<file path="src/rtl/gvp_pkg.sv">
// rtl/gvp_pkg.sv - shared types, defaults and record field offsets for gvp_ctrl
package gvp_pkg;

    localparam int VEC_W              = 512;
    localparam int DEF_NUM_VECTORS_N2 = 4;
    localparam int DEF_NUM_VECTORS    = 16;
    localparam int DEF_SETVEC_HOLD    = 8;

    // Record layout: slot address (with sign bit) at the bottom, N in the second word
    localparam int ADDR_LSB = 0;
    localparam int N_LSB    = 32;
    localparam int N_MSB    = 63;

    typedef enum logic [2:0] {
        ST_IDLE  = 3'd0,
        ST_WRITE = 3'd1,
        ST_GAP   = 3'd2,
        ST_ARMED = 3'd3,
        ST_REARM = 3'd4,
        ST_RUN   = 3'd5,
        ST_DONE  = 3'd6
    } gvp_state_e;

endpackage

</file>
<file path="src/rtl/gvp_ctrl_if.sv">
// rtl/gvp_ctrl_if.sv - vector record stream interface for gvp_ctrl
interface gvp_ctrl_if;
    import gvp_pkg::*;

    logic [VEC_W-1:0] tdata;
    logic             tvalid;
    logic             tready;
    logic             tlast;

    modport master (output tdata, output tvalid, output tlast, input tready);
    modport slave  (input tdata, input tvalid, input tlast, output tready);

endinterface

</file>
<file path="src/rtl/gvp_ctrl_timer.sv">
// rtl/gvp_ctrl_timer.sv - hold-time down-counter shared by WRITE, GAP and REARM
module gvp_ctrl_timer #(
    parameter int HOLD = 8
) (
    input  logic a_clk,
    input  logic reset,
    input  logic load,
    output logic done
);

    // Loading HOLD-1 makes done rise on the HOLD-th cycle after the load edge
    localparam logic [7:0] LOAD_VAL = 8'(HOLD - 1);

    logic [7:0] cnt_q;
    logic [7:0] cnt_d;

    // Reload on state entry, otherwise count down and park at zero
    always_comb begin
        cnt_d = cnt_q;
        if (load) begin
            cnt_d = LOAD_VAL;
        end else if (cnt_q != 8'd0) begin
            cnt_d = cnt_q - 8'd1;
        end
    end

    // Counter register
    always_ff @(posedge a_clk) begin
        if (reset) begin
            cnt_q <= 8'd0;
        end else begin
            cnt_q <= cnt_d;
        end
    end

    assign done = (cnt_q == 8'd0);

endmodule

</file>
<file path="src/rtl/gvp_ctrl.sv">
// rtl/gvp_ctrl.sv - GVP program loader / run controller; optional GVP_CTRL_WATCHDOG_EN
module gvp_ctrl
    import gvp_pkg::*;
#(
    parameter int NUM_VECTORS_N2 = DEF_NUM_VECTORS_N2,
    parameter int NUM_VECTORS    = DEF_NUM_VECTORS,
    parameter int SETVEC_HOLD    = DEF_SETVEC_HOLD
) (
    input  logic             a_clk,
    input  logic             reset,
    gvp_ctrl_if.slave        s_vec,
    input  logic             start,
    input  logic             abort,
    input  logic             pause_req,
    input  logic             gvp_finished,
    input  logic [31:0]      watchdog_limit,
    output logic             gvp_reset,
    output logic             gvp_pause,
    output logic             gvp_setvec,
    output logic [VEC_W-1:0] gvp_vp_set,
    output logic [2:0]       state,
    output logic [15:0]      run_count,
    output logic [1:0]       err
);

    localparam logic [31:0] NUM_VEC_U = NUM_VECTORS;

    gvp_state_e       state_q, state_d;
    logic [VEC_W-1:0] vp_set_q, vp_set_d;
    logic             tlast_q, tlast_d;
    logic [15:0]      run_count_q, run_count_d;
    logic [1:0]       err_q, err_d;
    logic             seen_zero_q, seen_zero_d;
    logic             setvec_q, setvec_d;
    logic             reset_q, reset_d;
    logic             pause_q, pause_d;

    logic                    tready;
    logic                    beat;
    logic [NUM_VECTORS_N2:0] addr;
    logic                    addr_ok;
    logic                    timer_load;
    logic                    timer_done;
    logic                    wd_trip;

    assign tready  = !reset && (state_q == ST_IDLE || state_q == ST_ARMED);
    assign beat    = s_vec.tvalid && tready;
    assign addr    = s_vec.tdata[ADDR_LSB +: NUM_VECTORS_N2 + 1];
    assign addr_ok = !addr[NUM_VECTORS_N2] && (32'(addr[NUM_VECTORS_N2-1:0]) < NUM_VEC_U);

    assign timer_load = (state_d != state_q) &&
                        (state_d == ST_WRITE || state_d == ST_GAP || state_d == ST_REARM);

    gvp_ctrl_timer #(.HOLD(SETVEC_HOLD)) u_timer (
        .a_clk (a_clk),
        .reset (reset),
        .load  (timer_load),
        .done  (timer_done)
    );

`ifdef GVP_CTRL_WATCHDOG_EN
    logic [31:0] wd_cnt_q, wd_cnt_d;

    // Count cycles spent in RUN; cleared whenever RUN is left
    always_comb begin
        wd_cnt_d = (state_q == ST_RUN) ? wd_cnt_q + 32'd1 : 32'd0;
    end

    // Watchdog counter register
    always_ff @(posedge a_clk) begin
        if (reset) begin
            wd_cnt_q <= 32'd0;
        end else begin
            wd_cnt_q <= wd_cnt_d;
        end
    end

    assign wd_trip = (state_q == ST_RUN) && (watchdog_limit != 32'd0) &&
                     (wd_cnt_q >= watchdog_limit - 32'd1);
`else
    logic unused_wd_limit;
    assign unused_wd_limit = ^watchdog_limit;
    assign wd_trip         = 1'b0;
`endif

    // Next-state, latched record, counters and registered output values
    always_comb begin
        state_d     = state_q;
        vp_set_d    = vp_set_q;
        tlast_d     = tlast_q;
        run_count_d = run_count_q;
        err_d       = err_q;
        seen_zero_d = 1'b0;

        if (abort || wd_trip) begin
            state_d  = ST_IDLE;
            vp_set_d = '0;
            tlast_d  = 1'b0;
            if (wd_trip) begin
                err_d[1] = 1'b1;
            end
        end else begin
            case (state_q)
                ST_IDLE, ST_ARMED: begin
                    if (beat) begin
                        if (addr_ok) begin
                            state_d  = ST_WRITE;
                            vp_set_d = s_vec.tdata;
                            tlast_d  = s_vec.tlast;
                        end else begin
                            err_d[0] = 1'b1;
                        end
                    end else if (start && state_q == ST_ARMED) begin
                        state_d = ST_REARM;
                    end
                end
                ST_WRITE: if (timer_done) state_d = ST_GAP;
                ST_GAP:   if (timer_done) state_d = tlast_q ? ST_ARMED : ST_IDLE;
                ST_REARM: if (timer_done) state_d = ST_RUN;
                ST_RUN: begin
                    // finished only counts once it has been seen low since RUN entry
                    seen_zero_d = seen_zero_q || !gvp_finished;
                    if (gvp_finished && seen_zero_q) begin
                        state_d = ST_DONE;
                        if (run_count_q != 16'hFFFF) begin
                            run_count_d = run_count_q + 16'd1;
                        end
                    end
                end
                ST_DONE:  if (start) state_d = ST_REARM;
                default:  state_d = ST_IDLE;
            endcase
        end

        setvec_d = (state_d == ST_WRITE);
        reset_d  = !(state_d == ST_RUN || state_d == ST_DONE);
        pause_d  = (state_d == ST_RUN) && pause_req;
    end

    // State and output registers
    always_ff @(posedge a_clk) begin
        if (reset) begin
            state_q     <= ST_IDLE;
            vp_set_q    <= '0;
            tlast_q     <= 1'b0;
            run_count_q <= 16'd0;
            err_q       <= 2'b00;
            seen_zero_q <= 1'b0;
            setvec_q    <= 1'b0;
            reset_q     <= 1'b1;
            pause_q     <= 1'b0;
        end else begin
            state_q     <= state_d;
            vp_set_q    <= vp_set_d;
            tlast_q     <= tlast_d;
            run_count_q <= run_count_d;
            err_q       <= err_d;
            seen_zero_q <= seen_zero_d;
            setvec_q    <= setvec_d;
            reset_q     <= reset_d;
            pause_q     <= pause_d;
        end
    end

    assign s_vec.tready = tready;
    assign gvp_reset    = reset_q;
    assign gvp_pause    = pause_q;
    assign gvp_setvec   = setvec_q;
    assign gvp_vp_set   = vp_set_q;
    assign state        = state_q;
    assign run_count    = run_count_q;
    assign err          = err_q;

endmodule

</file>
<file path="src/flat_wrapper.sv">
// flat-port wrapper written by rule: the top's interface ports become plain ports
module gvp_ctrl_flat import gvp_pkg::*;
#(
    parameter int NUM_VECTORS_N2 = DEF_NUM_VECTORS_N2,
    parameter int NUM_VECTORS    = DEF_NUM_VECTORS,
    parameter int SETVEC_HOLD    = DEF_SETVEC_HOLD
)
  (a_clk, reset, start, abort, pause_req, gvp_finished, watchdog_limit, gvp_reset, gvp_pause, gvp_setvec, gvp_vp_set, state, run_count, err, s_vec_tdata, s_vec_tvalid, s_vec_tlast, s_vec_tready);
  gvp_ctrl_if s_vec_i ();
  input  logic a_clk;
  input  logic reset;
  input  logic start;
  input  logic abort;
  input  logic pause_req;
  input  logic gvp_finished;
  input  logic [31:0] watchdog_limit;
  output logic gvp_reset;
  output logic gvp_pause;
  output logic gvp_setvec;
  output logic [VEC_W-1:0] gvp_vp_set;
  output logic [2:0] state;
  output logic [15:0] run_count;
  output logic [1:0] err;
  input wire logic [$bits(s_vec_i.tdata)-1:0] s_vec_tdata;
  input wire logic [$bits(s_vec_i.tvalid)-1:0] s_vec_tvalid;
  input wire logic [$bits(s_vec_i.tlast)-1:0] s_vec_tlast;
  output wire logic [$bits(s_vec_i.tready)-1:0] s_vec_tready;
  assign s_vec_i.tdata = s_vec_tdata;
  assign s_vec_i.tvalid = s_vec_tvalid;
  assign s_vec_i.tlast = s_vec_tlast;
  assign s_vec_tready = s_vec_i.tready;
  gvp_ctrl #(.NUM_VECTORS_N2(NUM_VECTORS_N2), .NUM_VECTORS(NUM_VECTORS), .SETVEC_HOLD(SETVEC_HOLD)) u_core (.a_clk(a_clk), .reset(reset), .s_vec(s_vec_i), .start(start), .abort(abort), .pause_req(pause_req), .gvp_finished(gvp_finished), .watchdog_limit(watchdog_limit), .gvp_reset(gvp_reset), .gvp_pause(gvp_pause), .gvp_setvec(gvp_setvec), .gvp_vp_set(gvp_vp_set), .state(state), .run_count(run_count), .err(err));
endmodule
</file>
<file path="config.mk">
export PLATFORM = sky130hd
export DESIGN_NAME = gvp_ctrl_flat
export DESIGN_NICKNAME = d
export VERILOG_FILES = /design/src/rtl/gvp_pkg.sv /design/src/rtl/gvp_ctrl_if.sv /design/src/rtl/gvp_ctrl_timer.sv /design/src/rtl/gvp_ctrl.sv /design/src/flat_wrapper.sv
export SDC_FILE = /design/constraint.sdc
export NUM_CORES = 1
export LEC_CHECK = 0
export CAP_MARGIN = 40
export CORE_AREA = 2 2 420 422
export DETAILED_ROUTE_END_ITERATION = 6
export DIE_AREA = 0 0 422 424
export PLACE_DENSITY = 0.35
export SLEW_MARGIN = 15
export SYNTH_ARGS = -nofsm -noshare
export SYNTH_HDL_FRONTEND = slang
export SYNTH_SLANG_ARGS = --single-unit
</file>
<file path="constraint.sdc">
create_clock -name a_clk -period 3.55 [get_ports a_clk]
set_clock_uncertainty 0.05 [all_clocks]
set_input_delay 0.71 -clock a_clk [delete_from_list [all_inputs] [get_ports a_clk]]
set_output_delay 0.71 -clock a_clk [all_outputs]
set_load 0.01 [all_outputs]
</file>
==> impl_metrics.env <==
export IMPL_layout_cells_most_common="clkdlybuf4s50_1"
export IMPL_hp_class="flip-flop to flip-flop"
export IMPL_io_pins=1089
export IMPL_die_w_um=422
export IMPL_setup_viol=0
export IMPL_cp_required_ns=2.79
export IMPL_status="finished clean"
export IMPL_synth_avg_cell_area_um2=7.876
export IMPL_yosysUniqueCellTypes=53
export IMPL_ys_warn_count=0
export IMPL_grt_pass1_vias=19260
export IMPL_synth_ff_type="dfxtp_1"
export IMPL_cts_resized=0
export IMPL_vias=19940
export IMPL_worstSetupPathType="flip-flop to output pin"
export IMPL_clk_pin_slew_worst_paths_ns=0.05
export IMPL_tns_ns=0
export IMPL_finalHoldViolCount=0
export IMPL_async_flop_share_pct=0
export IMPL_grt_use_total_pct=12.00
export IMPL_routedWlPerCell_um=19.25
export IMPL_rsz0062_at_grt="no"
export IMPL_grt_pass1_wl_um=152800
export IMPL_gp_congestion=0.7989
export IMPL_numCtsBuffers=75
export IMPL_root_buffer="clkbuf_16"
export IMPL_period_minus_slack_ns=3.153
export IMPL_synth_cells=2424
export IMPL_vias_per_cell=3.412
export IMPL_fill_cells=19810
export IMPL_ir_drop_v=0.0003943
export IMPL_dieArea_mm2=0.1789
export IMPL_synth_edf_count=0
export IMPL_dp_cells=5702
export IMPL_final_core_util_pct=20.02
export IMPL_syn_to_final_growth_pct=83.50
export IMPL_ys_ff_latch=544
export IMPL_slew_viol_final=0
export IMPL_wirelength_um=112500
export IMPL_firstDrtPassIters=5
export IMPL_nets=3994
export IMPL_h_tree_depth=3
export IMPL_insertion_delay_ns=0.69
export IMPL_tightestPinTransition_ns=0.6108
export IMPL_final_cell_mix="1054 x clkdlybuf4s50_1, 1039 x nand2_1, 544 x dfxtp_1"
export IMPL_grt_max_degree=86
export IMPL_finalPower_mw=15.59
export IMPL_finalCritPeriodShare_pct=88.82
export IMPL_synthesis_area_mm2=0.01909
export IMPL_die_height_um=424
export IMPL_finalNonFillerCells=5843
export IMPL_drtAntennaViolNets=0
export IMPL_powerDensity_mw_per_mm2=445.0
export IMPL_crit_arrival_ns=2.39
export IMPL_ys_seq_area_share_pct=57.04
export IMPL_antenna_found_initial=36
export IMPL_core_mm2=0.1750
export IMPL_fmax_ghz=0.3172
export IMPL_drive_gt1_share_pct=5.191
export IMPL_start_util_pct=10.91
export IMPL_worstPathMaxFanout=16
export IMPL_hpwl_um=87270
export IMPL_maxCapViolCount=0
export IMPL_drtIter0Drc=838
export IMPL_clockBufferDepth=3
export IMPL_io_buffer_count=1054
export IMPL_cts_setup_buffers=0
export IMPL_max_slew_margin_pct=59.16
export IMPL_gr_total_overflow=0
export IMPL_leakage_nw=11.19
export IMPL_cts_tree="done"
export IMPL_num_rows=154
export IMPL_critPathCaptureType="output pin"
export IMPL_start_kind="flip-flop"
export IMPL_cts_num_sinks=544
export IMPL_hold_buffers=0
export IMPL_hold_slack_ns=0.4006
export IMPL_drc_errors=0
## final cells by class
cell class / count / area, um2 / share of cell area [%]
flip-flops and latches: 544 / 10890 / 31.09
well taps: 2340 / 2928 / 8.357
diodes: 16 / 40.04 / 0.1143
clock buffers: 104 / 2076 / 5.925
clock inverters: 21 / 307.8 / 0.8786
multi-input cells: 1694 / 7501 / 21.41
repair buffers: 1118 / 11270 / 32.16
inverters: 6 / 22.52 / 0.06429
## where the power goes
group / switching, mW / total, mW / leakage, nW / internal (mW)
clock: 3.18 / 7.51 / 1.17 / 4.34
combinational: 0.797 / 1.75 / 5.62 / 0.952
sequential: 0.0939 / 6.33 / 4.40 / 6.23
## cell usage after synthesis (5+ instances only)
cell type | number | area (um2)
a21oi_1 | 521 | 2608
and3_1 | 6 | 37.54
clkbuf_1 | 175 | 656.9
dfxtp_1 | 544 | 10890
inv_1 | 6 | 22.52
nand2_1 | 1039 | 3900
nand3_1 | 5 | 25.02
nand4_1 | 7 | 43.79
nor2_1 | 23 | 86.33
nor3_1 | 6 | 30.03
nor4_1 | 8 | 50.05
o21ai_0 | 5 | 25.02
xnor2_1 | 11 | 96.34
xor2_1 | 10 | 87.58
## per-layer routing
layer	up-vias	wire length [um]	global-route usage [%]
li1	9924	-	-
met2	546	54950	20.12
met1	9240	45080	13.72
met5	-	264	0
met3	184	8604	4.713
met4	42	3553	4.387
## through the flow
stage	worst slack [ns]	area [um2]
6_report	0.3969	35030
5_1_grt	0.1442	35010
4_1_cts	0.2680	34990
3_5_place_dp	0.3115	32610
3_3_place_gp	0.3222	32610
2_1_floorplan	0.9109	19100
## path summary, 6_finish.rpt
kind	slack, ns	startpoint	cells after the start	endpoint
setup / recovery	0.40	u_core.state[1]	3	s_vec_tready
hold / removal	0.40	u_core.gvp_vp_set[432]	2	u_core.gvp_vp_set[432]
setup reg to reg	0.80	u_core.u_timer.cnt_q[3]	6	u_core.u_timer.cnt_q[5]
hold reg to reg	0.40	u_core.gvp_vp_set[432]	2	u_core.gvp_vp_set[432]
## logic make-up (layout without fill, tap and decap cells)
group / after synthesis / count (layout) / share of synthesized area (%)
muxes: 1 / 1 / 0.05243
DFF: 544 / 544 / 57.04
AOI/OAI and AO/OA: 547 / 547 / 14.90
and+or+nand+nor: 1120 / 1120 / 23.07
other: 1 / 18 / 0.01964
xor gates and xnor gates: 21 / 21 / 0.9633
adders and majority gates: 3 / 3 / 0.1966
buffers and inverters: 187 / 1249 / 3.755
## sequential cells by signal (all words and copies together), names as in the netlist, 3 cells and up
name,count
u_core.gvp_vp_set,511
u_core.run_count,16
u_core.state,3
u_core.u_timer.cnt_q,8
## critical path, stage by stage, from the launching register on
cell and delay, ns:
dfxtp_1 0.62, xor2_1 0.25, nor3_1 0.20, clkdlybuf4s50_1 0.63
No activity file was read; power rests on OpenSTA's default activity.
